[src/rtl/dataout_spi_tx_if.sv]
// Bundle between the PIO word source and the SPI serialiser.
// master drives the word and requests; slave returns SPI pins and status.
interface dataout_spi_tx_if;
   logic [15:0] data_in;
   logic        auto_en;
   logic        force_send;
   logic        sclk;
   logic        sdo;
   logic        cs_n;
   logic        busy;
   logic [15:0] frame_count;

   modport master (
      output data_in, auto_en, force_send,
      input  sclk, sdo, cs_n, busy, frame_count
   );

   modport slave (
      input  data_in, auto_en, force_send,
      output sclk, sdo, cs_n, busy, frame_count
   );
endinterface

[src/rtl/dataout_spi_tx.sv]
// Serialises each new 16-bit PIO word to an SPI DAC (mode 0, MSB first).
// Ports: clk, reset (async high), bus (slave: word in, SPI pins/status out).
module dataout_spi_tx #(
   parameter int CLK_DIV = 4,
   parameter int CS_GAP  = 2
) (
   input  logic clk,
   input  logic reset,
   dataout_spi_tx_if.slave bus
);

   typedef enum logic [1:0] {IDLE, SHIFT, GAP} state_t;

   localparam logic [7:0] DIV_LAST = 8'(CLK_DIV - 1);
   localparam logic [3:0] GAP_LAST = 4'(CS_GAP - 1);

   state_t      state_q, state_d;
   logic [15:0] shadow_q, shadow_d;
   logic [15:0] last_sent_q, last_sent_d;
   logic        force_pend_q, force_pend_d;
   logic [7:0]  div_cnt_q, div_cnt_d;
   logic [3:0]  bit_cnt_q, bit_cnt_d;
   logic [3:0]  gap_cnt_q, gap_cnt_d;
   logic        sclk_q, sclk_d;
   logic        sdo_q, sdo_d;
   logic        cs_n_q, cs_n_d;
   logic        busy_q, busy_d;
   logic [15:0] frame_count_q, frame_count_d;
   logic        start;
   logic [3:0]  bit_idx;

   always_comb begin
      state_d       = state_q;
      shadow_d      = shadow_q;
      last_sent_d   = last_sent_q;
      force_pend_d  = force_pend_q;
      div_cnt_d     = div_cnt_q;
      bit_cnt_d     = bit_cnt_q;
      gap_cnt_d     = gap_cnt_q;
      sclk_d        = sclk_q;
      sdo_d         = sdo_q;
      cs_n_d        = cs_n_q;
      busy_d        = busy_q;
      frame_count_d = frame_count_q;
      start         = 1'b0;
      // next bit to present after a falling SCLK
      bit_idx       = 4'd14 - bit_cnt_q;

      unique case (state_q)
         IDLE: begin
            start = (bus.auto_en && (bus.data_in != last_sent_q))
                    || bus.force_send || force_pend_q;
            if (start) begin
               shadow_d     = bus.data_in;
               last_sent_d  = bus.data_in;
               sdo_d        = bus.data_in[15];
               cs_n_d       = 1'b0;
               busy_d       = 1'b1;
               div_cnt_d    = '0;
               bit_cnt_d    = '0;
               force_pend_d = 1'b0;
               state_d      = SHIFT;
            end
         end
         SHIFT: begin
            if (bus.force_send) force_pend_d = 1'b1;
            if (div_cnt_q == DIV_LAST) begin
               div_cnt_d = '0;
               sclk_d    = ~sclk_q;
               // data moves only on the falling edge
               if (sclk_q) begin
                  if (bit_cnt_q != 4'd15) begin
                     bit_cnt_d = bit_cnt_q + 4'd1;
                     sdo_d     = shadow_q[bit_idx];
                  end else begin
                     cs_n_d        = 1'b1;
                     sdo_d         = 1'b0;
                     frame_count_d = frame_count_q + 16'd1;
                     gap_cnt_d     = '0;
                     state_d       = GAP;
                  end
               end
            end else begin
               div_cnt_d = div_cnt_q + 8'd1;
            end
         end
         GAP: begin
            if (bus.force_send) force_pend_d = 1'b1;
            if (gap_cnt_q == GAP_LAST) begin
               busy_d  = 1'b0;
               state_d = IDLE;
            end else begin
               gap_cnt_d = gap_cnt_q + 4'd1;
            end
         end
         default: state_d = IDLE;
      endcase
   end

   always_ff @(posedge clk or posedge reset) begin
      if (reset) begin
         state_q       <= IDLE;
         shadow_q      <= '0;
         last_sent_q   <= '0;
         force_pend_q  <= 1'b0;
         div_cnt_q     <= '0;
         bit_cnt_q     <= '0;
         gap_cnt_q     <= '0;
         sclk_q        <= 1'b0;
         sdo_q         <= 1'b0;
         cs_n_q        <= 1'b1;
         busy_q        <= 1'b0;
         frame_count_q <= '0;
      end else begin
         state_q       <= state_d;
         shadow_q      <= shadow_d;
         last_sent_q   <= last_sent_d;
         force_pend_q  <= force_pend_d;
         div_cnt_q     <= div_cnt_d;
         bit_cnt_q     <= bit_cnt_d;
         gap_cnt_q     <= gap_cnt_d;
         sclk_q        <= sclk_d;
         sdo_q         <= sdo_d;
         cs_n_q        <= cs_n_d;
         busy_q        <= busy_d;
         frame_count_q <= frame_count_d;
      end
   end

   assign bus.sclk        = sclk_q;
   assign bus.sdo         = sdo_q;
   assign bus.cs_n        = cs_n_q;
   assign bus.busy        = busy_q;
   assign bus.frame_count = frame_count_q;

endmodule

[src/flat_wrapper.sv]
// flat-port wrapper written by rule: the top's interface ports become plain ports
module dataout_spi_tx_flat 
#(
   parameter int CLK_DIV = 4,
   parameter int CS_GAP  = 2
)
  (clk, reset, bus_data_in, bus_auto_en, bus_force_send, bus_sclk, bus_sdo, bus_cs_n, bus_busy, bus_frame_count);
  dataout_spi_tx_if bus_i ();
  input  logic clk;
  input  logic reset;
  input wire logic [$bits(bus_i.data_in)-1:0] bus_data_in;
  input wire logic [$bits(bus_i.auto_en)-1:0] bus_auto_en;
  input wire logic [$bits(bus_i.force_send)-1:0] bus_force_send;
  output wire logic [$bits(bus_i.sclk)-1:0] bus_sclk;
  output wire logic [$bits(bus_i.sdo)-1:0] bus_sdo;
  output wire logic [$bits(bus_i.cs_n)-1:0] bus_cs_n;
  output wire logic [$bits(bus_i.busy)-1:0] bus_busy;
  output wire logic [$bits(bus_i.frame_count)-1:0] bus_frame_count;
  assign bus_i.data_in = bus_data_in;
  assign bus_i.auto_en = bus_auto_en;
  assign bus_i.force_send = bus_force_send;
  assign bus_sclk = bus_i.sclk;
  assign bus_sdo = bus_i.sdo;
  assign bus_cs_n = bus_i.cs_n;
  assign bus_busy = bus_i.busy;
  assign bus_frame_count = bus_i.frame_count;
  dataout_spi_tx #(.CLK_DIV(CLK_DIV), .CS_GAP(CS_GAP)) u_core (.clk(clk), .reset(reset), .bus(bus_i));
endmodule
[config.mk]
export PLATFORM = sky130hd
export DESIGN_NAME = dataout_spi_tx_flat
export DESIGN_NICKNAME = d
export VERILOG_FILES = /design/src/rtl/dataout_spi_tx_if.sv /design/src/rtl/dataout_spi_tx.sv /design/src/flat_wrapper.sv
export SDC_FILE = /design/constraint.sdc
export NUM_CORES = 1
export LEC_CHECK = 0
export ABC_AREA = 1
export CORE_MARGIN = 2
export CORE_UTILIZATION = 43
export CTS_CLUSTER_DIAMETER = 150
export DETAILED_ROUTE_END_ITERATION = 12
export PLACE_DENSITY = 0.63
export SLEW_MARGIN = 10
export SYNTH_ARGS = -nofsm -noshare
export SYNTH_HDL_FRONTEND = slang
export SYNTH_SLANG_ARGS = --single-unit
[constraint.sdc]
create_clock -name clk -period 2.5 [get_ports clk]
set_input_delay 0.625 -clock clk [delete_from_list [all_inputs] [get_ports clk]]
set_output_delay 0.625 -clock clk [all_outputs]
set_load 0.05 [all_outputs]
==> run_results.csv <==
group,metric,value,unit
yosys,netlist_area,3260,um2
route,firstDrtPassIters,4,
yosys,synth.area.top_cells,"dfrtp_1, nand2_1, inv_1",
final_layout,syn_to_final_growth,18.8,%
yosys,netlist.area_leader.share,41.4,%
yosys,ys_types,34,
placement,dpl.hpwl,5220,um
global_route,grt_max_degree,34,
timing,slew_headroom,65.9,%
timing,timing.setup.tns,0,ns
final_layout,finish.utilization,53.1,%
die,dieHeight,91.1,um
route,initialDrtViolationCount,157,
die,die-area,8300,um2
yosys,ys_warn_count,0,
critical_path,cp_num_buf_inv,1,
global_route,grt_pass1_vias,2609,
status,status,"finished, final reports clean",
final_layout,drive_above_1_share,7.39,%
timing,grt_setup_unrepaired,"no",
power,peakVddDrop,0.297,mV
yosys,netlist_top_cells_count,"nand2_1, inv_1, dfrtp_1, nand3_1",
final_layout,diodes,0,
placement,gp_congestion,0.790,
yosys,synth_cells,441,
route,route.detailed.drc,0,
route,postRouteAntennaNets,0,
clocking,cts_tree,"built",
clocking,post_cts_resized,0,
critical_path,worstSetupPathType,"reg2out",
clocking,cts_hold_buf,0,
power,p_per_area,395,nW/um2
final_layout,fin_nets,514,
timing,hold_viol_final,0,
critical_path,slowest_delay,0.80,ns
timing,skew,0.0110,ns
clocking,clk_pin_slew,0.09,ns
global_route,grt_first_pass_wirelength,11700,um
yosys,syn-num-nets,469,
yosys,synth-seq-area-share,42.2,%
die,ioPinCount,40,
timing,period_share,91.3,%
route,dr_total_vias,2831,
die,rows,31,
yosys,synth.ff_latch_count,55,
timing,period_minus_slack,2.28,ns
critical_path,cpLargestDelayFamily,"buffers and inverters",
route,avgRoutedWirePerCell,11.5,um
clocking,htreeDepth,2,
die,dieWidth,91.1,um
route,via_per_inst,4.83,
timing,fmax,0.438,GHz
global_route,track_usage,17.1,%
clocking,cts.sinks,55,
clocking,cts_buffers,5,
global_route,antenna_found_initial,0,
die,core_area,7290,um2
power,p_leak,1.97,nW
timing,worstMarginPinSlew,0.510,ns
clocking,cts_buffer_depth,2,
placement,numPortBuffers,39,
critical_path,critical_path.cell_chain,"clkdlybuf4s50_1",
critical_path,end_kind,"output pin",
timing,setup_viol,0,
critical_path,critPathLaunchType,"flip-flop",
global_route,gr-total-overflow,0,
yosys,async_reset_ff_share,100,%
clocking,insertion_delay,0.31,ns
yosys,yosysTopAreaCell,"dfrtp_1",
die,start_util,44.7,%
yosys,avgSynthCellArea,7.40,um2
yosys,synth_edf_count,0,
critical_path,cp_max_fo,2,
critical_path,crit_slowest_cell,"clkdlybuf4s50_1",
min_path,hold_class,"reg2reg",
critical_path,cp_data_arrival_time,1.66,ns
run,max_cap_viol_count,0,
critical_path,required,1.88,ns
clocking,cts_setup_buffers,0,
yosys,yosys.cell_count.top_type,"nand2_1",
timing,slew_viol_final,0,
route,drt-total-wl,6740,um
yosys,ys.flop_type,"dfrtp_1",
clocking,root_buffer,"clkbuf_8",
-- through the flow --
stage | hold slack (ns) | std cells | cell area (um2) | setup WS (ns) | power (mW)
final | 0.505 | 586 | 3870 | 0.217 | 1.53
after global routing | 0.528 | 586 | 3870 | 0.178 | 1.60
after CTS | 0.510 | 586 | 3870 | 0.199 | 1.55
after detailed placement | 0.479 | 578 | 3790 | 0.114 | 1.06
after global placement | 0.479 | 578 | 3790 | 0.143 | 1.06
after floorplan | 0.465 | 441 | 3260 | 0.534 | 0.999
-- per-layer routing --
layer,GRT usage (%),part of all wire [%],vias to the layer above
li1,-,-,1475
met1,23.9,51,1308
met2,27.8,45,42
met3,2.99,3.3,6
met4,3.79,0.93,0
met5,0,0,-
-- cell families after synthesis --
logic type                 Yosys count  synth area share (%)
AOI/OAI and AO/OA                   42                  6.75
adders and majority gates            8                  3.07
buffers and inverters               67                  8.28
and+or+nand+nor                    246                  33.5
DFF                                 55                  42.2
xor gates and xnor gates            22                  5.91
muxes                                1                 0.307
-- placed cells by master (no fill, tap or decap), types with 8 or more instances in the layout --
cell type / n
clkdlybuf4s50_1: 39
nor2_1: 27
o21ai_0: 27
nand2_1: 156
o21ai_1: 8
nand3_1: 29
ha_1: 8
nand2_2: 8
dfrtp_1: 54
xnor2_1: 8
xor2_1: 14
inv_1: 58
-- power breakdown --
part | switching, mW | internal (mW) | leakage (nW) | total, mW
combinational | 0.0645 | 0.0569 | 1.22 | 0.121
sequential | 0.0153 | 0.903 | 0.700 | 0.918
clock | 0.293 | 0.197 | 0.0412 | 0.490
-- final timing paths --
| check | slack [ns] | cells after the start | end | startpoint |
|---|---|---|---|---|
| setup / recovery | 0.22 | 1 | bus_cs_n | u_core.bus.cs_n |
| hold / removal | 0.51 | 2 | u_core.bus.cs_n | u_core.bus.cs_n |
| setup reg to reg | 0.48 | 10 | u_core.bus.frame_count[12] | u_core.bit_cnt_q[0] |
| hold reg to reg | 0.51 | 2 | u_core.bus.cs_n | u_core.bus.cs_n |
| max in group asynchronous | 1.32 | 3 | u_core.state_q[1] | reset |
| min in group asynchronous | 0.64 | 2 | u_core.shadow_q[10] | reset |
-- state kept, by name, indices dropped and copies added, names as in the netlist, 2 cells and up --
register and cells:
u_core.bit_cnt_q 4, u_core.shadow_q 16, u_core.div_cnt_q 8, u_core.bus.frame_count 16, u_core.gap_cnt_q 4, u_core.state_q 2
-- cell type report --
| class | count | area [um2] |
|---|---|---|
| Sequential cell | 55 | 1380 |
| Inverter | 60 | 225 |
| Clock inverter | 2 | 12.5 |
| Tap cell | 99 | 124 |
| Timing Repair Buffer | 45 | 448 |
| Multi-Input combinational cell | 319 | 1620 |
| Fill cell | 742 | 3420 |
| Clock buffer | 6 | 72.6 |
Note: power is estimated with default switching activity, not from simulation.
